$ cat src/rtl/l2_arbiter_pkg.sv
// Shared cache package for the L2 arbiter: line geometry constants, the
// arbiter FSM state enum, the grant enum and a line-alignment helper.
package l2_arbiter_pkg;

    localparam int L2_OFFSET = 5;
    localparam int L2_LINE   = 8 * (2 ** L2_OFFSET);

    typedef enum logic [1:0] {
        IDLE    = 2'd0,
        SERVE_I = 2'd1,
        SERVE_D = 2'd2,
        RESP    = 2'd3
    } arb_state_t;

    typedef enum logic {
        GRANT_I = 1'b0,
        GRANT_D = 1'b1
    } grant_t;

    // Clear the byte-offset bits so the address names a whole line.
    function automatic logic [31:0] line_align(
        input logic [31:0] addr,
        input int          off
    );
        line_align = addr & ~((32'd1 << off) - 32'd1);
    endfunction

endpackage

$ cat src/rtl/l2_arbiter.sv
// Two-into-one L2 line arbiter: instruction and data requesters share one
// L2 port; ties go to the side not served last.
// Ports: clk/rst_n; i_read/i_address -> i_rdata/i_resp (instruction);
//        d_read/d_write/d_address/d_wdata -> d_rdata/d_resp (data);
//        mem_read/mem_write/mem_address/mem_wdata <- mem_rdata/mem_resp (L2).
module l2_arbiter
    import l2_arbiter_pkg::*;
#(
    parameter int s_offset = L2_OFFSET,
    parameter int s_line   = 8 * (2 ** s_offset)
) (
    input  logic              clk,
    input  logic              rst_n,

    input  logic              i_read,
    input  logic [31:0]       i_address,
    output logic [s_line-1:0] i_rdata,
    output logic              i_resp,

    input  logic              d_read,
    input  logic              d_write,
    input  logic [31:0]       d_address,
    input  logic [s_line-1:0] d_wdata,
    output logic [s_line-1:0] d_rdata,
    output logic              d_resp,

    output logic              mem_read,
    output logic              mem_write,
    output logic [31:0]       mem_address,
    output logic [s_line-1:0] mem_wdata,
    input  logic [s_line-1:0] mem_rdata,
    input  logic              mem_resp
);

    arb_state_t        r_state;
    grant_t            r_last_grant;
    logic              r_mem_read;
    logic              r_mem_write;
    logic [31:0]       r_mem_address;
    logic [s_line-1:0] r_mem_wdata;
    logic [s_line-1:0] r_rdata;
    logic              r_i_resp;
    logic              r_d_resp;

    logic              w_i_req;
    logic              w_d_req;
    logic              w_grant_i;
    logic              w_grant_d;

    assign w_i_req   = i_read;
    assign w_d_req   = d_read | d_write;
    // On a tie, D wins only if I was the side served last.
    assign w_grant_d = w_d_req & (~w_i_req | (r_last_grant == GRANT_I));
    assign w_grant_i = w_i_req & ~w_grant_d;

    always_ff @(posedge clk or negedge rst_n) begin
        if (!rst_n) begin
            r_state       <= IDLE;
            r_last_grant  <= GRANT_I;
            r_mem_read    <= 1'b0;
            r_mem_write   <= 1'b0;
            r_mem_address <= '0;
            r_mem_wdata   <= '0;
            r_rdata       <= '0;
            r_i_resp      <= 1'b0;
            r_d_resp      <= 1'b0;
        end else begin
            unique case (r_state)
                IDLE: begin
                    if (w_grant_d) begin
                        r_state       <= SERVE_D;
                        // A read+write collision is served as a write.
                        r_mem_write   <= d_write;
                        r_mem_read    <= ~d_write;
                        r_mem_address <= line_align(d_address, s_offset);
                        r_mem_wdata   <= d_wdata;
                    end else if (w_grant_i) begin
                        r_state       <= SERVE_I;
                        r_mem_write   <= 1'b0;
                        r_mem_read    <= 1'b1;
                        r_mem_address <= line_align(i_address, s_offset);
                        r_mem_wdata   <= d_wdata;
                    end
                end
                SERVE_I, SERVE_D: begin
                    if (mem_resp) begin
                        r_state     <= RESP;
                        r_rdata     <= mem_rdata;
                        r_mem_read  <= 1'b0;
                        r_mem_write <= 1'b0;
                        r_i_resp    <= (r_state == SERVE_I);
                        r_d_resp    <= (r_state == SERVE_D);
                    end
                end
                RESP: begin
                    r_state      <= IDLE;
                    r_i_resp     <= 1'b0;
                    r_d_resp     <= 1'b0;
                    r_last_grant <= r_d_resp ? GRANT_D : GRANT_I;
                end
                default: begin
                    r_state <= IDLE;
                end
            endcase
        end
    end

    // Illegal requester behaviour: both data-side strobes at grant time.
    always_ff @(posedge clk) begin
        if (rst_n && r_state == IDLE && w_grant_d) begin
            assert (!(d_read && d_write))
            else $warning("l2_arbiter: d_read and d_write both high at grant");
        end
    end

    assign mem_read    = r_mem_read;
    assign mem_write   = r_mem_write;
    assign mem_address = r_mem_address;
    assign mem_wdata   = r_mem_wdata;
    assign i_rdata     = r_rdata;
    assign d_rdata     = r_rdata;
    assign i_resp      = r_i_resp;
    assign d_resp      = r_d_resp;

endmodule

$ cat config.mk
export PLATFORM = sky130hd
export DESIGN_NAME = l2_arbiter
export DESIGN_NICKNAME = d
export VERILOG_FILES = /design/src/rtl/l2_arbiter_pkg.sv /design/src/rtl/l2_arbiter.sv
export SDC_FILE = /design/constraint.sdc
export NUM_CORES = 1
export LEC_CHECK = 0
export CORE_AREA = 3 3 537 539
export DETAILED_ROUTE_END_ITERATION = 10
export DIE_AREA = 0 0 540 542
export DONT_BUFFER_PORTS = 1
export PLACE_DENSITY_LB_ADDON = 0.25
export SYNTH_ARGS = -nofsm -noshare
export SYNTH_HDL_FRONTEND = slang
export SYNTH_SLANG_ARGS = --single-unit
$ cat constraint.sdc
create_clock -name clk -period 2.2 [get_ports clk]
set_clock_uncertainty 0.2 [all_clocks]
set_input_delay 0.33 -clock clk [delete_from_list [all_inputs] [get_ports clk]]
set_output_delay 0.33 -clock clk [all_outputs]
set_load 0.03 [all_outputs]
==> metrics.txt, run 1 <==
CTS Hold Buffers Added around 800; CTS root buffer clkbuf_16; final setup margin roughly 87 ps; Period minus WS final 2110 ps; Top delay family on crit path flip-flops; post-CTS setup buffers 0; Synth top area share 60.2%; Die ar. 293,000 um^2; endpoints failing hold 546; Crit path arrival time ~1600 ps; routability congestion estimate 0.869; Final Setup Violations 0; Area contributors post-synth dfrtp_1 60%, mux2_2 23%, buf_4 8.9%; antenna-violating nets left 0; per-cell routed wire length about 30 um; worst hold path class in2async; CTS Sinks between 500 and 600; Seq/Total Area, Yosys 60.2%; dpl hpwl approximately 160 mm; Worst path slowest cell dfrtp_4; port bufs 0; post-synthesis cell type count 25; multiplexer area fraction after synthesis between 20% and 30%; failing checks negative hold slack, max-slew violations; kind of critical path reg2out; worst slack at placement between 20 and 25 ps; VDD IR max 0.000676 V; Gate Count Post-Synth between 1,000 and 1,500; leading area contributor after synthesis dfrtp_1; async set-or-reset flop fraction in the synthesized netlist 100%; status complete, but fails checks; core area 284,000 um^2; final slew viol count 160; Crit path buffers/inverters 1; Power Dens Cells 1900 nW/um^2; grt ovf 0; Synth Area in Compound Gates 0.920%; drt initial violations 891; fin nets 2,777; xor/xnor share of the synthesized area 0%; R2R cell count 6; count leader, synth dfrtp_1; largest net degree at the start of global routing 547; Post-synth EDFFs 0; final WL 182 mm; GRT Util Overall approximately an eighth; Initial Util 7.98%; Hold WS -921 ps; drt first pass iters 4; Slew headroom -22.6%; Syn Std Cell Area 22,700 um^2; setup slack, reg-to-reg 140 ps; post-synthesis simple-gate area fraction 0.529%; DR vias/cell roughly 2.7; Area growth syn-to-layout 66.0%; CTS buffer count 82; clk buf depth 4; Synth top cells by count 546 x dfrtp_1, 467 x mux2_2, 270 x buf_4; RSZ-0062 raised after global routing true; Max-Cap Viols 0; die height 542 um; CP Launch Point d_rdata[7]; io pins approximately 1,400; initial antenna violation count 200; Seq cells post-synth about 550; Synth Area in Adders 0.275%; Tcrit/Tclk final 96.0%; R2R Path Start r_state[0]; largest family of logic cells by synthesized area multiplexers; fmax around 470 MHz; worst r2r dst d_rdata[134]; crit path cell chain buf_12; via count 16,200; slowest stage delay, CP around 600 ps; Yosys Warn Count 0; site row count 196; CTS tree yes; Least-Margin Pin Slew 1840 ps; fillcell total 31,800; layout cells sized above 1 41.1%; Synth Flop Type dfrtp_1; WP data required around 1700 ps; mean cell area of the mapped netlist 15.2 um^2; vias in the first global route 17,300; global-route wire length before repair 222 mm; leakage 14.2 nW; crit path launch type flip-flop; CP max FO 3; H-Tree Depth 3; die width 540 um; clk_lat worst skew slightly below 800 ps; clock transition at the registers of the reported paths 60 ps; kind of end point of the critical path output pin; DRC Markers 0; TNS Setup 0 ps
==> per-layer routing <==
layer	track usage [%]	vias up	share of wire, %
li1	-	6381	-
met1	11.4	8045	32
met2	17.5	1298	41
met3	11.5	406	22
met4	5.05	70	5.1
met5	0	-	0.27
==> power breakdown <==
group	switching, mW	internal [mW]	leakage (nW)
logic	8.32	9.26	6.70
clock network	5.41	7.96	1.30
registers	25.5	15.4	6.23
==> final cells by class <==
type	count	area (um^2)	share of cell area, %
clock inverter	27	312	0.826
multi-input combinational	623	6570	17.4
inverter	4	15.0	0.0398
antenna	83	208	0.551
clock buffer	116	2360	6.26
timing repair buffer	933	9590	25.4
tap	3762	4710	12.5
sequential	546	14000	37.0
==> cell usage in the layout, fill, tap and decap left out, types with 5 or more instances in the layout <==
cell,count
dlygate4sd3_1,811
mux2_2,467
dfrtp_1,339
dfrtp_2,195
diode_2,83
clkbuf_16,83
buf_4,73
mux2_1,49
buf_12,42
mux2i_1,31
nand2_1,27
o21ai_0,27
clkbuf_1,17
clkbuf_8,16
dfrtp_4,12
clkinv_2,9
buf_6,7
ha_1,5
conb_1,5
inv_6,5
==> worst max path at each step <==
stage	end	cells after the start	slack, ps
floorplan	d_rdata[100]	6	200
global placement	d_rdata[96]	6	20
detailed placement	d_rdata[63]	6	20
CTS	i_rdata[7]	1	-40
global route	mem_wdata[44]	0	-20
finish	i_rdata[7]	1	90
==> state kept, by name, indices dropped and copies added (netlist names) <==
signal and flops:
mem_wdata 256, d_resp 1, i_resp 1, r_state 2, r_last_grant 1, mem_write 1
d_rdata 256, mem_read 1, mem_address 27
==> what timing repair did <==
| item | in CTS | in global routing |
|---|---|---|
| resized for setup | 212 | 15 |
| setup endpoints to repair | 343 | 26 |
| pin swaps | 0 | 0 |
| hold endpoints to repair | 1091 | 546 |
==> through the flow <==
step / cells / power (mW) / instance area (um^2) / util (%)
after floorplan: 1499 / 46.4 / 22700 / -
after global placement: 5057 / 57.5 / 26400 / 9.27
after detailed placement: 5057 / 57.6 / 26400 / 9.27
after CTS: 6011 / 73.6 / 37500 / 13.2
after global routing: 6035 / 75.9 / 37600 / 13.2
final: 6094 / 71.8 / 37700 / 13.3
==> cells by family (layout without fill, tap and decap cells) <==
family                     Yosys count  count (layout)
other                                1              88
AOI/OAI and AO/OA                   35              35
DFF                                546             546
muxes                              547             547
adders and majority gates            5               5
and+or+nand+nor                     31              31
buffers and inverters              330            1080
(Power assumes the default switching activity.)
==> inputs of run 2 (changes only) <==
--- a/config.mk
+++ b/config.mk
@@ -10,6 +10,7 @@
 export DIE_AREA = 0 0 540 542
 export DONT_BUFFER_PORTS = 1
 export PLACE_DENSITY_LB_ADDON = 0.25
+export REMOVE_ABC_BUFFERS = 1
 export SYNTH_ARGS = -nofsm -noshare
 export SYNTH_HDL_FRONTEND = slang
 export SYNTH_SLANG_ARGS = --single-unit
==> run 2 against run 1 <==
Die area is the same. The run still ends with negative hold slack, max-slew violations left. Setup slack lost 0.79 ps. Flip-flop and latch count stayed put. Critical path depth increased by 5. Non-clock buffer count is 26 lower. Combinational power fell by 19%. Count of clock-buffer cells in the layout decreased by 3. Largest cell class unchanged. Critical endpoint is now d_rdata[210]. Utilization decreased by 0.13 points. Maximum frequency hardly changed. Worst hold slack better by 170 ps. First-iteration DRC count fell by 30%.
==> metrics.txt, run 2 (synthesized netlist as in run 1, its figures left out) <==
status complete, but fails checks; failing checks negative hold slack, max-slew violations; worst hold path class in2async; Final Setup Violations 0 (unchanged); io pins 1,386 (unchanged); largest net degree at the start of global routing 547 (unchanged); DRC Markers 0 (unchanged); final WL 152 mm (-17%); CP max FO 32 (+29); antenna-violating nets left 0 (unchanged); Least-Margin Pin Slew 1580 ps (-255 ps); GRT Util Overall 10.0% (-2.0 points); via count 15,500 (-4.2%); clock transition at the registers of the reported paths 60 ps (about the same); CTS root buffer clkbuf_16; Period minus WS final 2110 ps (+0.786 ps); slowest stage delay, CP 370 ps (-230 ps); CTS Sinks 546 (unchanged); per-cell routed wire length 25.1 um (-16%); site row count 196 (unchanged); kind of critical path reg2reg; endpoints failing hold 260 (-52%); CTS buffer count 84 (+2.4%); fmax 473 MHz (about the same); post-CTS setup buffers 0 (unchanged); DR vias/cell 2.57 (-3.3%); crit path cell chain inv_1 > ha_1 > nand2_4 > buf_12 > buf_16 > mux2_2; routability congestion estimate 0.799 (-8.0%); Crit path arrival time 2550 ps (+970 ps); port bufs 0 (unchanged); die height 542 um (unchanged); die width 540 um (unchanged); final design utilization 13.1% (-0.13 points); Power Dens Cells 1820 nW/um^2 (-4.3%); WP data required 2630 ps (+960 ps); dpl hpwl 123 mm (-21%); clk buf depth 4 (unchanged); leakage 14.2 nW (-0.44%); Slew headroom -5.67% (+17 points); grt ovf 0 (unchanged); commonest cells after routing, fill and taps aside 847 x dlygate4sd3_1, 467 x mux2_2, 410 x dfrtp_1, 136 x dfrtp_2, 85 x clkbuf_16; final slew viol count 54 (-66%); H-Tree Depth 3 (unchanged); Max-Cap Viols 0 (unchanged); setup slack, reg-to-reg 90 ps (-50 ps); TNS Setup 0 ps (unchanged); drt first pass iters 4 (unchanged); Top delay family on crit path buffers and inverters; Crit path buffers/inverters 3 (+2); Area growth syn-to-layout 64.4%; Initial Util 7.98% (unchanged); core area 284,000 um^2 (unchanged); initial antenna violation count 159 (-21%); clk_lat worst skew 780 ps (about the same); Hold WS -748 ps (+173 ps); fillcell total 31,700 (-0.14%); Tcrit/Tclk final 96.1% (about the same); Worst path slowest cell dfrtp_1; most common cell after layout, fill and taps aside dlygate4sd3_1; Die ar. 293,000 um^2 (unchanged); vias in the first global route 17,300 (-0.43%); RSZ-0062 raised after global routing false; layout cells sized above 1 35.9% (-5.2 points); crit path launch type flip-flop; global-route wire length before repair 190 mm (-14%); CTS tree yes; VDD IR max 0.000812 V (+20%); drt initial violations 621 (-30%); fin nets 2,753 (-0.86%); kind of end point of the critical path flip-flop
==> run 2: cell count changes in the layout (fill, tap and decap cells not counted), sizes merged, moves of 6 or more <==
cell         previous run  this run
buf                   122        59
diode                  83        50
bufinv                  4        10
dlygate4sd3           811       847
==> run 2: cell type report <==
class	instances	area (um^2)	area share [%]
diodes	50	125	0.335
multi-input cells	623	6560	17.6
well taps	3762	4710	12.6
repair buffers	907	9250	24.8
inverters	4	15.0	0.0402
clock inverters	33	478	1.28
clock buffers	113	2370	6.35
flip-flops and latches	546	13800	37.0
==> run 2: through the flow <==
step           cells  worst slack [ps]  power, mW  area [um^2]
5_1_grt         6005             0.778       71.9        37300
2_1_floorplan   1173             -6400       37.8        20200
3_5_place_dp    4990              60.9       52.5        25600
3_3_place_gp    4990              63.9       52.4        25600
6_report        6038              86.3       68.0        37300
4_1_cts         5983             0.348       69.4        37000
==> run 2: power by group <==
part	leakage, nW	switching [mW]	internal [mW]
Clock	1.39	5.53	8.74
Sequential	6.30	24.3	15.2
Combinational	6.48	6.21	8.03
Total	14.2	36.1	32.0
==> run 2: timing repair <==
item	CTS	global route
gates resized for setup	125	16
hold buffers	847	1
endpoints found under the setup margin	241	60
pin swaps	0	0
hold endpoints to repair	1091	400
cloned	0	1
==> run 2: per-layer routing <==
layer | global-route usage [%] | routed length, um | share of wire (%)
met2 | 16.1 | 68500 | 45
met3 | 7.79 | 26700 | 18
met5 | 0 | 590 | 0.39
met4 | 4.46 | 8480 | 5.6
met1 | 9.34 | 47200 | 31
==> run 2: path summary, 6_finish.rpt <==
kind / startpoint / endpoint / cells after the start
min in group clk: mem_rdata[197] / d_rdata[197] / 2
hold reg to reg: d_rdata[202] / d_rdata[202] / 1
max in group asynchronous: rst_n / mem_wdata[50] / 3
hold / removal: rst_n / d_rdata[221] / 1
setup / recovery: r_state[0] / d_rdata[210] / 6
setup reg to reg: r_state[0] / d_rdata[210] / 6
